$ cat config.mk
export PLATFORM = sky130hd
export DESIGN_NAME = alt_vipcti121_common_sample_assembler_flat
export DESIGN_NICKNAME = d
export VERILOG_FILES = /design/src/rtl/alt_vipcti121_common_sample_assembler_pkg.sv /design/src/rtl/alt_vipcti121_common_sample_assembler_if.sv /design/src/rtl/alt_vipcti121_common_plane_counter.sv /design/src/rtl/alt_vipcti121_common_sample_assembler.sv /design/src/flat_wrapper.sv
export SDC_FILE = /design/constraint.sdc
export NUM_CORES = 1
export LEC_CHECK = 0
export CAP_MARGIN = 15
export CORE_MARGIN = 1
export CORE_UTILIZATION = 49
export CTS_CLUSTER_SIZE = 40
export DETAILED_ROUTE_END_ITERATION = 12
export PLACE_DENSITY = 0.89
export SLEW_MARGIN = 15
export SYNTH_ARGS = -nofsm -noshare
export SYNTH_HDL_FRONTEND = slang
export SYNTH_SLANG_ARGS = --single-unit
$ cat constraint.sdc
create_clock -name clk -period 1.95 [get_ports clk]
set_input_delay 0.4875 -clock clk [delete_from_list [all_inputs] [get_ports clk]]
set_output_delay 0.4875 -clock clk [all_outputs]
set_load 0.01 [all_outputs]
$ cat src/rtl/alt_vipcti121_common_sample_assembler_pkg.sv
// Shared sizing for the receive-side sample assembler: default geometry,
// derived widths and the colour-plane transport mode.
package alt_vipcti121_common_sample_assembler_pkg;

  localparam int DEF_BITS_PER_SYMBOL              = 8;
  localparam int DEF_NUMBER_OF_COLOUR_PLANES      = 3;
  localparam int DEF_LOG2_NUMBER_OF_COLOUR_PLANES = 2;
  localparam int DEF_SAMPLE_W = DEF_BITS_PER_SYMBOL * DEF_NUMBER_OF_COLOUR_PLANES;

  typedef enum logic {
    MODE_SEQ = 1'b0,
    MODE_PAR = 1'b1
  } mode_e;

  function automatic int sample_width(input int bps, input int ncp);
    return bps * ncp;
  endfunction

  // Accumulator holds every plane but the last; keep one plane for NCP==1 so
  // the vector never collapses to zero width.
  function automatic int acc_width(input int bps, input int ncp);
    return (ncp > 1) ? bps * (ncp - 1) : bps;
  endfunction

  function automatic bit multi_plane(input int ncp);
    return ncp > 1;
  endfunction

endpackage

$ cat src/rtl/alt_vipcti121_common_sample_assembler_if.sv
// Valid/ready stream carrying one colour-plane beat or one assembled sample.
interface alt_vipcti121_common_sample_assembler_if
  import alt_vipcti121_common_sample_assembler_pkg::*;
#(
  parameter int DATA_W = DEF_SAMPLE_W
) ();

  logic              valid;
  logic              ready;
  logic [DATA_W-1:0] data;

  modport master (output valid, output data, input ready);
  modport slave  (input valid, input data, output ready);

endinterface

$ cat src/rtl/alt_vipcti121_common_plane_counter.sv
// Modulo-NCP colour-plane counter with sync clear, clear-and-load-1 and wrap flag.
module alt_vipcti121_common_plane_counter
  import alt_vipcti121_common_sample_assembler_pkg::*;
#(
  parameter int NCP = DEF_NUMBER_OF_COLOUR_PLANES,
  parameter int L   = DEF_LOG2_NUMBER_OF_COLOUR_PLANES
) (
  input  logic         clk,
  input  logic         rst_n,
  input  logic         sclr,
  input  logic         par,
  input  logic         inc,
  output logic [L-1:0] count,
  output logic         wrap
);

  generate
    if (NCP > 1) begin : g_cnt
      localparam logic [L-1:0] LAST = L'(NCP - 1);

      // Parallel transport owns no partial sample, so it pins the count at 0;
      // a realign that coincides with a beat makes that beat plane 0.
      always_ff @(posedge clk or negedge rst_n) begin
        if (!rst_n) begin
          count <= '0;
        end else if (par) begin
          count <= '0;
        end else if (sclr) begin
          count <= inc ? L'(1) : '0;
        end else if (inc) begin
          count <= wrap ? '0 : count + 1'b1;
        end
      end

      assign wrap = (count == LAST);
    end else begin : g_one
      assign count = '0;
      assign wrap  = 1'b1;
    end
  endgenerate

endmodule

$ cat src/rtl/alt_vipcti121_common_sample_assembler.sv
// Assembles colour-plane beats (sequential or parallel) into full pixel samples
// behind a single registered output slot with valid/ready backpressure.
module alt_vipcti121_common_sample_assembler
  import alt_vipcti121_common_sample_assembler_pkg::*;
#(
  parameter int BITS_PER_SYMBOL              = DEF_BITS_PER_SYMBOL,
  parameter int NUMBER_OF_COLOUR_PLANES      = DEF_NUMBER_OF_COLOUR_PLANES,
  parameter int LOG2_NUMBER_OF_COLOUR_PLANES = DEF_LOG2_NUMBER_OF_COLOUR_PLANES
) (
  input  logic                                    clk,
  input  logic                                    rst_n,
  input  logic                                    sclr,
  input  logic                                    hd_sdn,
  alt_vipcti121_common_sample_assembler_if.slave  din_if,
  alt_vipcti121_common_sample_assembler_if.master dout_if,
  output logic [LOG2_NUMBER_OF_COLOUR_PLANES-1:0] plane_index
);

  localparam int BPS      = BITS_PER_SYMBOL;
  localparam int NCP      = NUMBER_OF_COLOUR_PLANES;
  localparam int L        = LOG2_NUMBER_OF_COLOUR_PLANES;
  localparam int SAMPLE_W = sample_width(BPS, NCP);
  localparam int ACC_W    = acc_width(BPS, NCP);
  localparam bit MULTI    = multi_plane(NCP);

  mode_e               mode;
  logic                seq_mode;
  logic                accept;
  logic                pop;
  logic                complete;
  logic                wrap;
  logic [L-1:0]        count_p0;
  logic [L-1:0]        wr_plane;
  logic [ACC_W-1:0]    acc_p0;
  logic [SAMPLE_W-1:0] sample_p0;
  logic [SAMPLE_W-1:0] dout_p1;
  logic                vld_p1;

  assign mode     = mode_e'(hd_sdn);
  assign seq_mode = MULTI && (mode == MODE_SEQ);

  // Non-final planes only land in the accumulator, so they never wait on the slot.
  assign din_if.ready = ~vld_p1 | dout_if.ready | (seq_mode & ~wrap);
  assign accept       = din_if.valid & din_if.ready;
  assign pop          = vld_p1 & dout_if.ready;
  assign complete     = accept & (~seq_mode | (wrap & ~sclr));
  assign wr_plane     = sclr ? '0 : count_p0;

  alt_vipcti121_common_plane_counter #(
    .NCP (NCP),
    .L   (L)
  ) u_plane_counter (
    .clk   (clk),
    .rst_n (rst_n),
    .sclr  (sclr),
    .par   (~seq_mode),
    .inc   (accept),
    .count (count_p0),
    .wrap  (wrap)
  );

  // ---- stage p0: partial-sample accumulator ----
  generate
    if (MULTI) begin : g_acc
      logic [ACC_W-1:0] acc_nxt;

      always_comb begin
        acc_nxt = sclr ? '0 : acc_p0;
        if (seq_mode && accept && !complete) begin
          acc_nxt[wr_plane*BPS +: BPS] = din_if.data[BPS-1:0];
        end
      end

      always_ff @(posedge clk or negedge rst_n) begin
        if (!rst_n) begin
          acc_p0 <= '0;
        end else begin
          acc_p0 <= acc_nxt;
        end
      end

      // The final plane bypasses the accumulator and sits in the top slot.
      assign sample_p0 = seq_mode ? {din_if.data[BPS-1:0], acc_p0} : din_if.data;
    end else begin : g_single
      assign acc_p0    = '0;
      assign sample_p0 = din_if.data;
    end
  endgenerate

  // ---- stage p1: output slot ----
  always_ff @(posedge clk or negedge rst_n) begin
    if (!rst_n) begin
      vld_p1  <= 1'b0;
      dout_p1 <= '0;
    end else if (complete) begin
      vld_p1  <= 1'b1;
      dout_p1 <= sample_p0;
    end else if (pop) begin
      vld_p1  <= 1'b0;
    end
  end

  assign dout_if.valid = vld_p1;
  assign dout_if.data  = dout_p1;
  assign plane_index   = count_p0;

endmodule

$ cat src/flat_wrapper.sv
// flat-port wrapper written by rule: the top's interface ports become plain ports
module alt_vipcti121_common_sample_assembler_flat import alt_vipcti121_common_sample_assembler_pkg::*;
#(
  parameter int BITS_PER_SYMBOL              = DEF_BITS_PER_SYMBOL,
  parameter int NUMBER_OF_COLOUR_PLANES      = DEF_NUMBER_OF_COLOUR_PLANES,
  parameter int LOG2_NUMBER_OF_COLOUR_PLANES = DEF_LOG2_NUMBER_OF_COLOUR_PLANES
)
  (clk, rst_n, sclr, hd_sdn, plane_index, din_if_valid, din_if_data, din_if_ready, dout_if_valid, dout_if_data, dout_if_ready);
  alt_vipcti121_common_sample_assembler_if #(.DATA_W(((DEF_BITS_PER_SYMBOL) * (DEF_NUMBER_OF_COLOUR_PLANES)))) din_if_i ();
  alt_vipcti121_common_sample_assembler_if #(.DATA_W(((DEF_BITS_PER_SYMBOL) * (DEF_NUMBER_OF_COLOUR_PLANES)))) dout_if_i ();
  input  logic clk;
  input  logic rst_n;
  input  logic sclr;
  input  logic hd_sdn;
  output logic [LOG2_NUMBER_OF_COLOUR_PLANES-1:0] plane_index;
  input wire logic [$bits(din_if_i.valid)-1:0] din_if_valid;
  input wire logic [$bits(din_if_i.data)-1:0] din_if_data;
  output wire logic [$bits(din_if_i.ready)-1:0] din_if_ready;
  output wire logic [$bits(dout_if_i.valid)-1:0] dout_if_valid;
  output wire logic [$bits(dout_if_i.data)-1:0] dout_if_data;
  input wire logic [$bits(dout_if_i.ready)-1:0] dout_if_ready;
  assign din_if_i.valid = din_if_valid;
  assign din_if_i.data = din_if_data;
  assign din_if_ready = din_if_i.ready;
  assign dout_if_valid = dout_if_i.valid;
  assign dout_if_data = dout_if_i.data;
  assign dout_if_i.ready = dout_if_ready;
  alt_vipcti121_common_sample_assembler #(.BITS_PER_SYMBOL(BITS_PER_SYMBOL), .NUMBER_OF_COLOUR_PLANES(NUMBER_OF_COLOUR_PLANES), .LOG2_NUMBER_OF_COLOUR_PLANES(LOG2_NUMBER_OF_COLOUR_PLANES)) u_core (.clk(clk), .rst_n(rst_n), .sclr(sclr), .hd_sdn(hd_sdn), .din_if(din_if_i), .dout_if(dout_if_i), .plane_index(plane_index));
endmodule
==> metrics.yaml <==
run_status:
  status: "completed"
floorplanning:
  io_pins: 58
  num_rows: 24
  initial_utilization: 0.512
  die_area_sq_um: 4820
  die_w_um: 69.5
  die_h_um: 69.5
  core_area_sq_um: 4350
worst_setup_path:
  start_kind: "input pin"
  worstSetupPathType: "in -> out"
  required_ns: 1.46
  worst_ep_arrival_time_ns: 1.39
  worstSetupEndpointType: "output port"
  path_max_fanout: 2
global_route:
  track_usage: 0.220
  grt_pass1_vias: 1640
  grt_max_degree: 24
  grt_pass1_wl_um: 8250
  antenna_found_initial: 0
  grt_overflow_total: 0
finish:
  nets: 269
  n_fill_cell: 327
  syn2layout_area_growth_pct: 38.9
  final_core_util: 0.711
  drive_gt1_frac: 0.354
  antennaDiodeCount: 0
synth:
  synth_edf_count: 0
  synthTopCellsByCount: "dfrtp_1, mux2_2, mux2_4"
  syn_avg_cell_area_sq_um: 13.7
  synth_seq_cells: 43
  async_flop_share: 1.00
  syn_area_sq_um: 2230
  synth_most_common_cell: "dfrtp_1"
  yosysSeqAreaShare: 0.483
  synthCells: 163
  netlist_top_cells_area: "dfrtp_1, mux2_2, mux2_4, mux2i_1, nand2b_1"
  synth_top_area_frac: 0.483
  yosysUniqueCellTypes: 30
  synth_nets: 196
  synth-main-ff-cell: "dfrtp_1"
  yosysWarnings: 0
  synth_top_area_cell: "dfrtp_1"
timing:
  report.final.slew_viol_count: 0
  rsz0062_at_grt: "no"
  skew_ns: 0.00763
  setup_viol: 0
  max_freq_mhz: 533
  holdWs_ns: 0.157
  period_share: 0.963
  hold_violations: 0
  maxSlewHeadroom: 0.639
  final.min_clock_period_ns: 1.88
  tightest_slew_ns: 0.541
clock_network:
  clockRootBuffer: "clkbuf_8"
  cts.sinks: 43
  cts_buffers: 5
  post_cts_buffers: 0
  cts_buffer_depth: 2
  clkTransAtPathRegs_ns: 0.09
  clk_latency_ns: 0.30
  h-tree-depth: 2
  cts_tree: "built"
drt:
  route.detailed.wl_per_inst_um: 17.2
  vias: 1574
  dr.first_iter.drc_count: 66
  wl_um: 4980
  ant_nets: 0
  drc: 0
  drtPass1Iterations: 4
  via_per_inst: 5.45
worst_hold_path:
  hp-class: "in -> async"
power_and_ir_drop:
  peakVddDrop_uv: 459
  p_leak_nw: 1.44
  p_total_mw: 2.29
  p_per_area_nw_per_um2: 740
job:
  max_cap_viol_count: 0
placed_design:
  gp_congestion: 0.792
  portBuffers: 57
  dpl.hpwl_um: 3550
metrics by stage:
step	area (sq um)	cells	setup slack [ns]	setup TNS, ns
finish	3100	289	0.0730	0
global route	3100	289	0.0352	0
CTS	3060	289	0.00216	0
detailed placement	2960	281	-0.319	-10.67
global placement	2960	281	-0.273	-8.31
floorplan	2230	163	0.0999	0
power breakdown:
group	internal (mW)	switching, mW	total (mW)	leakage, nW
Clock	0.249	0.324	0.574	0.0402
Sequential	1.00	0.0660	1.07	0.555
Combinational	0.427	0.225	0.652	0.844
Total	1.68	0.616	2.29	1.44
worst max-delay path: stages:
cell and delay (ns):
clkdlybuf4s50_1 0.48, inv_1 0.04, a21o_1 0.16, clkdlybuf4s15_2 0.22
worst paths after layout:
check,depth (start not counted),slack [ns],endpoint,startpoint
max,4,0.07,din_if_ready,hd_sdn
min,1,0.16,u_core.u_plane_counter.count[1]$_DFFE_PN0P_,rst_n
max reg2reg,7,0.20,u_core.acc_p0[10]$_DFF_PN0_,u_core.u_plane_counter.count[0]$_DFFE_PN0P_
min reg2reg,1,0.51,u_core.acc_p0[2]$_DFF_PN0_,u_core.acc_p0[2]$_DFF_PN0_
max in group asynchronous,2,1.23,u_core.acc_p0[9]$_DFF_PN0_,rst_n
min in group clk,1,0.51,u_core.acc_p0[2]$_DFF_PN0_,u_core.acc_p0[2]$_DFF_PN0_
final cells by class:
cell class | instances | area, sq um | area share
timing repair buffer | 75 | 742 | 0.239
inverter | 3 | 11.3 | 0.00363
tap | 52 | 65.1 | 0.0210
sequential | 43 | 1080 | 0.348
clock buffer | 5 | 68.8 | 0.0222
clock inverter | 3 | 20.0 | 0.00646
multi-input combinational | 108 | 1110 | 0.359
repair_timing:
item / CTS / global route
gates resized for setup: 4 / 9
endpoints found under the setup margin: 2 / 27
pin swaps: 0 / 0
hold buffers: 0 / 0
layout by cell type (no fill, tap or decap), types with 2 or more instances in the layout:
| master | count |
|---|---|
| clkbuf_8 | 5 |
| mux2i_1 | 8 |
| buf_4 | 14 |
| buf_6 | 2 |
| ha_1 | 3 |
| nand2_1 | 9 |
| nor2b_1 | 2 |
| o21ai_0 | 3 |
| clkdlybuf4s50_1 | 52 |
| nor2_1 | 2 |
| dlymetal6s2s_1 | 3 |
| clkinvlp_4 | 2 |
| buf_12 | 2 |
| mux2_4 | 20 |
| inv_1 | 3 |
| a22o_1 | 8 |
| nand2b_1 | 9 |
| nand2b_4 | 3 |
| mux2_2 | 28 |
| dfrtp_1 | 42 |
sequential cells by signal, indices dropped and copies added, names as in the netlist:
register,count
u_core.dout_if.data,24
u_core.acc_p0,16
u_core.u_plane_counter.count,2
u_core.dout_if.valid,1
layer usage:
layer  wire length [um]  track usage
met5                  0            0
met4                 75       0.0680
met3                229       0.0538
met2               2350        0.351
met1               2320        0.298
cell families (layout without fill, tap and decap cells):
logic type / count (synthesis) / count (layout) / synth area share
compound gates: 19 / 19 / 0.0791
fa+ha+maj: 3 / 3 / 0.0168
buf+inv: 12 / 86 / 0.0309
flops: 43 / 43 / 0.483
mux: 56 / 56 / 0.312
simple gates: 30 / 30 / 0.0786
Power figures use the tool's default switching activity.
